<file path="src/rtl/vlc_frame_packer_if.sv">
// rtl/vlc_frame_packer_if.sv - sample input and AXI4-Stream output bundle for vlc_frame_packer
//
// Purpose: groups the push-only sample input and the AXI4-Stream output of the
// frame packer so both ends can be connected through one port.
// Signals:
//   s_data / s_valid      limiter-gated sample and its strobe (no ready)
//   m_axis_tdata          output sample
//   m_axis_tvalid         output valid
//   m_axis_tready         downstream ready
//   m_axis_tlast          last sample of a frame
//   m_axis_tuser          on the tlast beat: frame lost at least one sample
// Modports:
//   master  the packer itself (consumes samples, drives the stream)
//   slave   the surrounding environment (drives samples, consumes the stream)
interface vlc_frame_packer_if #(
  parameter int DATA_WIDTH = 8
);
  logic [DATA_WIDTH-1:0] s_data;
  logic                  s_valid;
  logic [DATA_WIDTH-1:0] m_axis_tdata;
  logic                  m_axis_tvalid;
  logic                  m_axis_tready;
  logic                  m_axis_tlast;
  logic                  m_axis_tuser;

  modport master (
    input  s_data, s_valid, m_axis_tready,
    output m_axis_tdata, m_axis_tvalid, m_axis_tlast, m_axis_tuser
  );

  modport slave (
    output s_data, s_valid, m_axis_tready,
    input  m_axis_tdata, m_axis_tvalid, m_axis_tlast, m_axis_tuser
  );
endinterface

</file>
<file path="src/rtl/vlc_frame_packer.sv">
// rtl/vlc_frame_packer.sv - packs limiter-gated samples into framed AXI4-Stream
//
// Purpose: captures every s_valid sample into a small first-word-fall-through
// FIFO and emits it as an AXI4-Stream, marking every FRAME_LEN-th sample with
// tlast. Samples that do not fit are dropped and counted; a frame that lost
// samples is flagged with tuser on its tlast beat.
// Ports:
//   clk          single clock, all logic on posedge
//   reset        synchronous, active-high
//   bus          vlc_frame_packer_if.master (s_data/s_valid in, m_axis_* out)
//   overflow     sticky, set by the first dropped sample
//   drop_count   dropped samples, saturates at 16'hFFFF
//   frame_count  tlast handshakes delivered, wraps
module vlc_frame_packer #(
  parameter int DATA_WIDTH = 8,
  parameter int FRAME_LEN  = 224,
  parameter int FIFO_DEPTH = 16
) (
  input  logic                    clk,
  input  logic                    reset,
  vlc_frame_packer_if.master      bus,
  output logic                    overflow,
  output logic [15:0]             drop_count,
  output logic [15:0]             frame_count
);
  localparam int PW = $clog2(FIFO_DEPTH);
  localparam int IW = (FRAME_LEN > 2) ? $clog2(FRAME_LEN) : 1;
  localparam int EW = DATA_WIDTH + 2;
  localparam logic [IW-1:0] LAST_IDX = IW'(FRAME_LEN - 1);
  localparam logic [PW:0]   CNT_FULL = (PW + 1)'(FIFO_DEPTH);
  localparam logic [PW:0]   CNT_RSV  = (PW + 1)'(FIFO_DEPTH - 1);

  // Entry layout: {tuser, tlast, data}
  logic [EW-1:0]   mem [FIFO_DEPTH];
  logic [PW-1:0]   wr_ptr;
  logic [PW-1:0]   rd_ptr;
  logic [PW:0]     cnt;
  logic [IW-1:0]   idx;
  logic            err;

  logic            is_last;
  logic            can_write;
  logic            push;
  logic            drop;
  logic            pop;
  logic            head_valid;
  logic [EW-1:0]   head;

  // The top slot is held back for last samples so a frame boundary survives
  // a stall; judged on the registered cnt, a same-cycle pop earns no credit.
  always_comb begin
    is_last   = (idx == LAST_IDX);
    can_write = is_last ? (cnt < CNT_FULL) : (cnt < CNT_RSV);
    push      = bus.s_valid & can_write;
    drop      = bus.s_valid & ~can_write;
    pop       = head_valid & bus.m_axis_tready;
  end

  // Payload is forced to zero while empty so the stream is clean after reset
  // even though the storage array itself is never cleared.
  always_comb begin
    head_valid = (cnt != '0);
    head       = head_valid ? mem[rd_ptr] : '0;
    bus.m_axis_tvalid = head_valid;
    bus.m_axis_tuser  = head[EW-1];
    bus.m_axis_tlast  = head[EW-2];
    bus.m_axis_tdata  = head[DATA_WIDTH-1:0];
  end

  always_ff @(posedge clk) begin
    if (push) begin
      mem[wr_ptr] <= {is_last & err, is_last, bus.s_data};
    end
  end

  always_ff @(posedge clk) begin
    if (reset) begin
      wr_ptr      <= '0;
      rd_ptr      <= '0;
      cnt         <= '0;
      idx         <= '0;
      err         <= 1'b0;
      overflow    <= 1'b0;
      drop_count  <= '0;
      frame_count <= '0;
    end else begin
      // The frame position advances on every strobe, dropped or not, so a
      // stall never shifts later frame boundaries.
      if (bus.s_valid) begin
        idx <= is_last ? '0 : idx + 1'b1;
      end

      if (push) begin
        wr_ptr <= wr_ptr + 1'b1;
      end

      if (pop) begin
        rd_ptr <= rd_ptr + 1'b1;
        if (bus.m_axis_tlast) begin
          frame_count <= frame_count + 1'b1;
        end
      end

      case ({push, pop})
        2'b10:   cnt <= cnt + 1'b1;
        2'b01:   cnt <= cnt - 1'b1;
        default: cnt <= cnt;
      endcase

      // A dropped last sample keeps err set, so the flag rides on the next
      // tlast that actually gets written (the merged frame).
      if (drop) begin
        err      <= 1'b1;
        overflow <= 1'b1;
        if (drop_count != 16'hFFFF) begin
          drop_count <= drop_count + 1'b1;
        end
      end else if (push && is_last) begin
        err <= 1'b0;
      end
    end
  end
endmodule

</file>
<file path="src/flat_wrapper.sv">
// flat-port wrapper written by rule: the top's interface ports become plain ports
module vlc_frame_packer_flat 
#(
  parameter int DATA_WIDTH = 8,
  parameter int FRAME_LEN  = 224,
  parameter int FIFO_DEPTH = 16
)
  (clk, reset, overflow, drop_count, frame_count, bus_s_data, bus_s_valid, bus_m_axis_tready, bus_m_axis_tdata, bus_m_axis_tvalid, bus_m_axis_tlast, bus_m_axis_tuser);
  vlc_frame_packer_if #(.DATA_WIDTH(DATA_WIDTH)) bus_i ();
  input  logic clk;
  input  logic reset;
  output logic overflow;
  output logic [15:0] drop_count;
  output logic [15:0] frame_count;
  input wire logic [$bits(bus_i.s_data)-1:0] bus_s_data;
  input wire logic [$bits(bus_i.s_valid)-1:0] bus_s_valid;
  input wire logic [$bits(bus_i.m_axis_tready)-1:0] bus_m_axis_tready;
  output wire logic [$bits(bus_i.m_axis_tdata)-1:0] bus_m_axis_tdata;
  output wire logic [$bits(bus_i.m_axis_tvalid)-1:0] bus_m_axis_tvalid;
  output wire logic [$bits(bus_i.m_axis_tlast)-1:0] bus_m_axis_tlast;
  output wire logic [$bits(bus_i.m_axis_tuser)-1:0] bus_m_axis_tuser;
  assign bus_i.s_data = bus_s_data;
  assign bus_i.s_valid = bus_s_valid;
  assign bus_i.m_axis_tready = bus_m_axis_tready;
  assign bus_m_axis_tdata = bus_i.m_axis_tdata;
  assign bus_m_axis_tvalid = bus_i.m_axis_tvalid;
  assign bus_m_axis_tlast = bus_i.m_axis_tlast;
  assign bus_m_axis_tuser = bus_i.m_axis_tuser;
  vlc_frame_packer #(.DATA_WIDTH(DATA_WIDTH), .FRAME_LEN(FRAME_LEN), .FIFO_DEPTH(FIFO_DEPTH)) u_core (.clk(clk), .reset(reset), .bus(bus_i), .overflow(overflow), .drop_count(drop_count), .frame_count(frame_count));
endmodule
</file>
<file path="config.mk">
export PLATFORM = sky130hd
export DESIGN_NAME = vlc_frame_packer_flat
export DESIGN_NICKNAME = d
export VERILOG_FILES = /design/src/rtl/vlc_frame_packer_if.sv /design/src/rtl/vlc_frame_packer.sv /design/src/flat_wrapper.sv
export SDC_FILE = /design/constraint.sdc
export NUM_CORES = 1
export LEC_CHECK = 0
export ABC_CLOCK_PERIOD_IN_PS = 3400
export BUFFER_PORTS_ARGS = -buffer_cell sky130_fd_sc_hd__clkbuf_2
export CAP_MARGIN = 20
export CORE_UTILIZATION = 55
export CTS_CLUSTER_DIAMETER = 80
export DETAILED_ROUTE_END_ITERATION = 7
export HOLD_SLACK_MARGIN = 0.15
export MAX_ROUTING_LAYER = met4
export PLACE_DENSITY = 0.73
export SETUP_SLACK_MARGIN = 0.05
export SYNTH_ARGS = -nofsm -noshare
export SYNTH_HDL_FRONTEND = slang
export SYNTH_SLANG_ARGS = --single-unit
</file>
<file path="constraint.sdc">
create_clock -name clk -period 3.4 [get_ports clk]
set_input_delay 0.51 -clock clk [delete_from_list [all_inputs] [get_ports clk]]
set_output_delay 0.51 -clock clk [all_outputs]
set_load 0.01 [all_outputs]
</file>
==> impl_metrics.toml <==
[critical_path]
path_common_cell = "mux4_2"
cp_cell_sequence = "buf_12, mux4_2, mux4_2, nor2b_1, clkbuf_2"
slowest_delay_ns = 0.64
reg2reg_from = "u_core.idx[0]"
critPathSlowestCell = "dfxtp_2"
critPathCaptureType = "primary output"
critPathMaxFanout = 27
path_class = "register to primary output"
reg2reg_to = "u_core.cnt[4]"
required_ns = 2.89
regToRegSetupSlack_ns = 0.41
rr_worst_depth = 13
critPathArrivalTime_ns = 2.57
start_kind = "register"

[synth]
ys_seq_area_share_pct = 65.9
synth_cell_type_count = 57
ys_ff_latch = 219
ys_async_sr_fraction_pct = 0
avgSynthCellArea_um2 = 15.3
synth_area_mm2 = 0.00908
yosysWarnings = 0
synth-edff-count = 160
synthCells = 595
synth_nets = 619
ys.flop_type = "edfxtp_1"

[power_and_ir_drop]
p_leak_nw = 3.55
power_density_mw_per_mm2 = 650
irDropWorstVdd_mv = 0.603

[hold_path]
min_to = "u_core.mem[10][1]"
min_from = "bus_s_data[1]"
hold_path.class = "primary input to register"
hold_depth = 1

[floorplanning]
initial_utilization_pct = 56.8
num_rows = 46
die_w_um = 131
io_pins = 56
core_mm2 = 0.0160
die_area_mm2 = 0.0170
die_h_um = 131

[clocking]
numCtsBuffers = 22
cts.repair.resized = 0
htree_levels = 1
cts_tree = "yes"
hold_buffers = 0
clock_latency_ns = 0.49
cts_buffer_depth = 3
cts_root_buf = "clkbuf_16"
cts_setup_buffers = 0
clk_pin_slew_worst_paths_ns = 0.06
clock-sinks = 219

[finish]
final_util_pct = 64.9
drive_above_1_share_pct = 24.6
final_common_cell = "edfxtp_1"
area_growth_pct = 14.4
most-common-layout-cells = "edfxtp_1, nor2_1, dfxtp_1"
diodes = 0
nFillCells = 1132
final_nets = 695

[grt]
grt_max_degree = 43
grt_pass1_wl_um = 27700
grt_pass1_vias = 5093
antenna_found_initial = 0
track_usage_pct = 22.6
grt_overflow = 0

[timing]
clock_skew_ns = 0.0118
tightest_slew_ns = 0.892
final-setup-viol-count = 0
hold_violations = 0
final.setup.tns_ns = 0
post-route-min-period_ns = 3.08
period_share_pct = 90.5
fmax_mhz = 325
rsz0062_at_grt = "false"
slew_headroom_pct = 40.3
finalMaxSlewViolations = 0
holdWs_ns = 0.410

[route]
ant_nets = 0
vias = 5315
drc_errors = 0
drtPass1Iterations = 5
drt_iter0_drc = 394
wl_per_cell_um = 19.9
avgViaCountPerCell = 5.89
wirelength_um = 18000

[place]
gp_congestion = 0.784
io_buffers = 55
dp_hpwl_um = 11200

[run_status]
status = "finished, final reports clean"

[job]
cap_viol_max_count = 0
==> cell type report <==
cell class / count / area, µm² / share of cell area [%]
multi-input cells: 335 / 2890 / 27.8
clock buffers: 25 / 583 / 5.61
inverters: 12 / 45.0 / 0.434
well taps: 216 / 270 / 2.60
clock inverters: 15 / 123 / 1.18
flip-flops and latches: 219 / 5990 / 57.6
repair buffers: 81 / 495 / 4.77
==> logic make-up after synthesis <==
family	count (synthesis)	share of synthesized area (%)
flip-flops	219	65.9
AND/OR/NAND/NOR	172	10.0
AO/OA/AOI/OAI	59	4.09
multiplexers	59	12.8
buffers and inverters	41	2.41
XOR/XNOR	33	3.18
adder cells (fa/ha/maj)	12	1.65
==> synth_stat cells, types with 2 or more instances <==
cell,number,area [µm²]
edfxtp_1,160,4800
dfxtp_1,59,1180
nor2_1,57,214
mux4_2,44,991
nand2_1,26,97.6
a21oi_1,25,125
xnor2_1,20,175
o21ai_0,15,75.1
clkbuf_1,14,52.6
nand3_1,13,65.1
or3_1,13,81.3
xor2_1,13,114
ha_1,12,150
inv_1,12,45.0
mux2i_1,12,120
nor2b_1,12,75.1
nand4_1,11,68.8
nor3_1,9,45.0
and3_1,8,50.1
buf_6,5,56.3
and4_1,4,35.0
buf_2,4,20.0
nand2b_1,4,25.0
buf_4,3,22.5
nor4_1,3,18.8
a211oi_1,2,15.0
a32oi_2,2,32.5
buf_1,2,7.51
nand4b_1,2,17.5
o211ai_1,2,15.0
==> stage by stage <==
| stage | instance area, µm² | std cells | setup WS, ns | power [mW] |
|---|---|---|---|---|
| 3_3_place_gp | 9680 | 862 | 0.570 | 4.43 |
| 4_1_cts | 10400 | 902 | 0.306 | 6.80 |
| 3_5_place_dp | 9680 | 862 | 0.458 | 4.48 |
| 5_1_grt | 10400 | 903 | 0.229 | 7.02 |
| 6_report | 10400 | 903 | 0.322 | 6.76 |
| 2_1_floorplan | 9080 | 595 | 0.336 | 4.06 |
==> layer usage <==
layer  global-route usage (%)  wire [µm]  vias to the layer above
met5                        -          0                        -
met4                     7.10        437                        0
met3                     3.22       1010                       35
met2                     37.5       9030                      186
met1                     28.9       7480                     2667
li1                         -          -                     2427
==> how the worst max path moves through the flow <==
stage	startpoint	to	slack, ns	depth (start not counted)
finish	register	bus_m_axis_tuser	0.32	5
global route	register	bus_m_axis_tuser	0.23	5
CTS	register	bus_m_axis_tuser	0.31	5
detailed placement	u_core.idx[0]	u_core.cnt[4]	0.46	13
global placement	u_core.idx[0]	u_core.cnt[4]	0.57	13
floorplan	bus_s_valid	u_core.cnt[4]	0.34	12
==> power by group <==
| group | internal, mW | total [mW] | switching, mW |
|---|---|---|---|
| Combinational | 0.604 | 1.34 | 0.740 |
| Sequential | 2.98 | 3.09 | 0.108 |
| Clock | 1.38 | 2.33 | 0.947 |
| Total | 4.96 | 6.76 | 1.80 |
==> sequential cells by signal, indices dropped and copies added, names as in the netlist, named ones only <==
name,count
u_core.cnt,5
u_core.drop_count,16
u_core.err,1
u_core.frame_count,16
u_core.idx,8
u_core.mem,160
u_core.overflow,1
u_core.rd_ptr,4
u_core.wr_ptr,4
==> critical path, delay by kind of cell, from the launching register on <==
kind	cells	cell delay [ns]
buffers and inverters	2	0.42
flip-flops	1	0.64
AND/OR/NAND/NOR	1	0.17
multiplexers	2	0.84
Note: power is estimated with default switching activity, not from simulation.
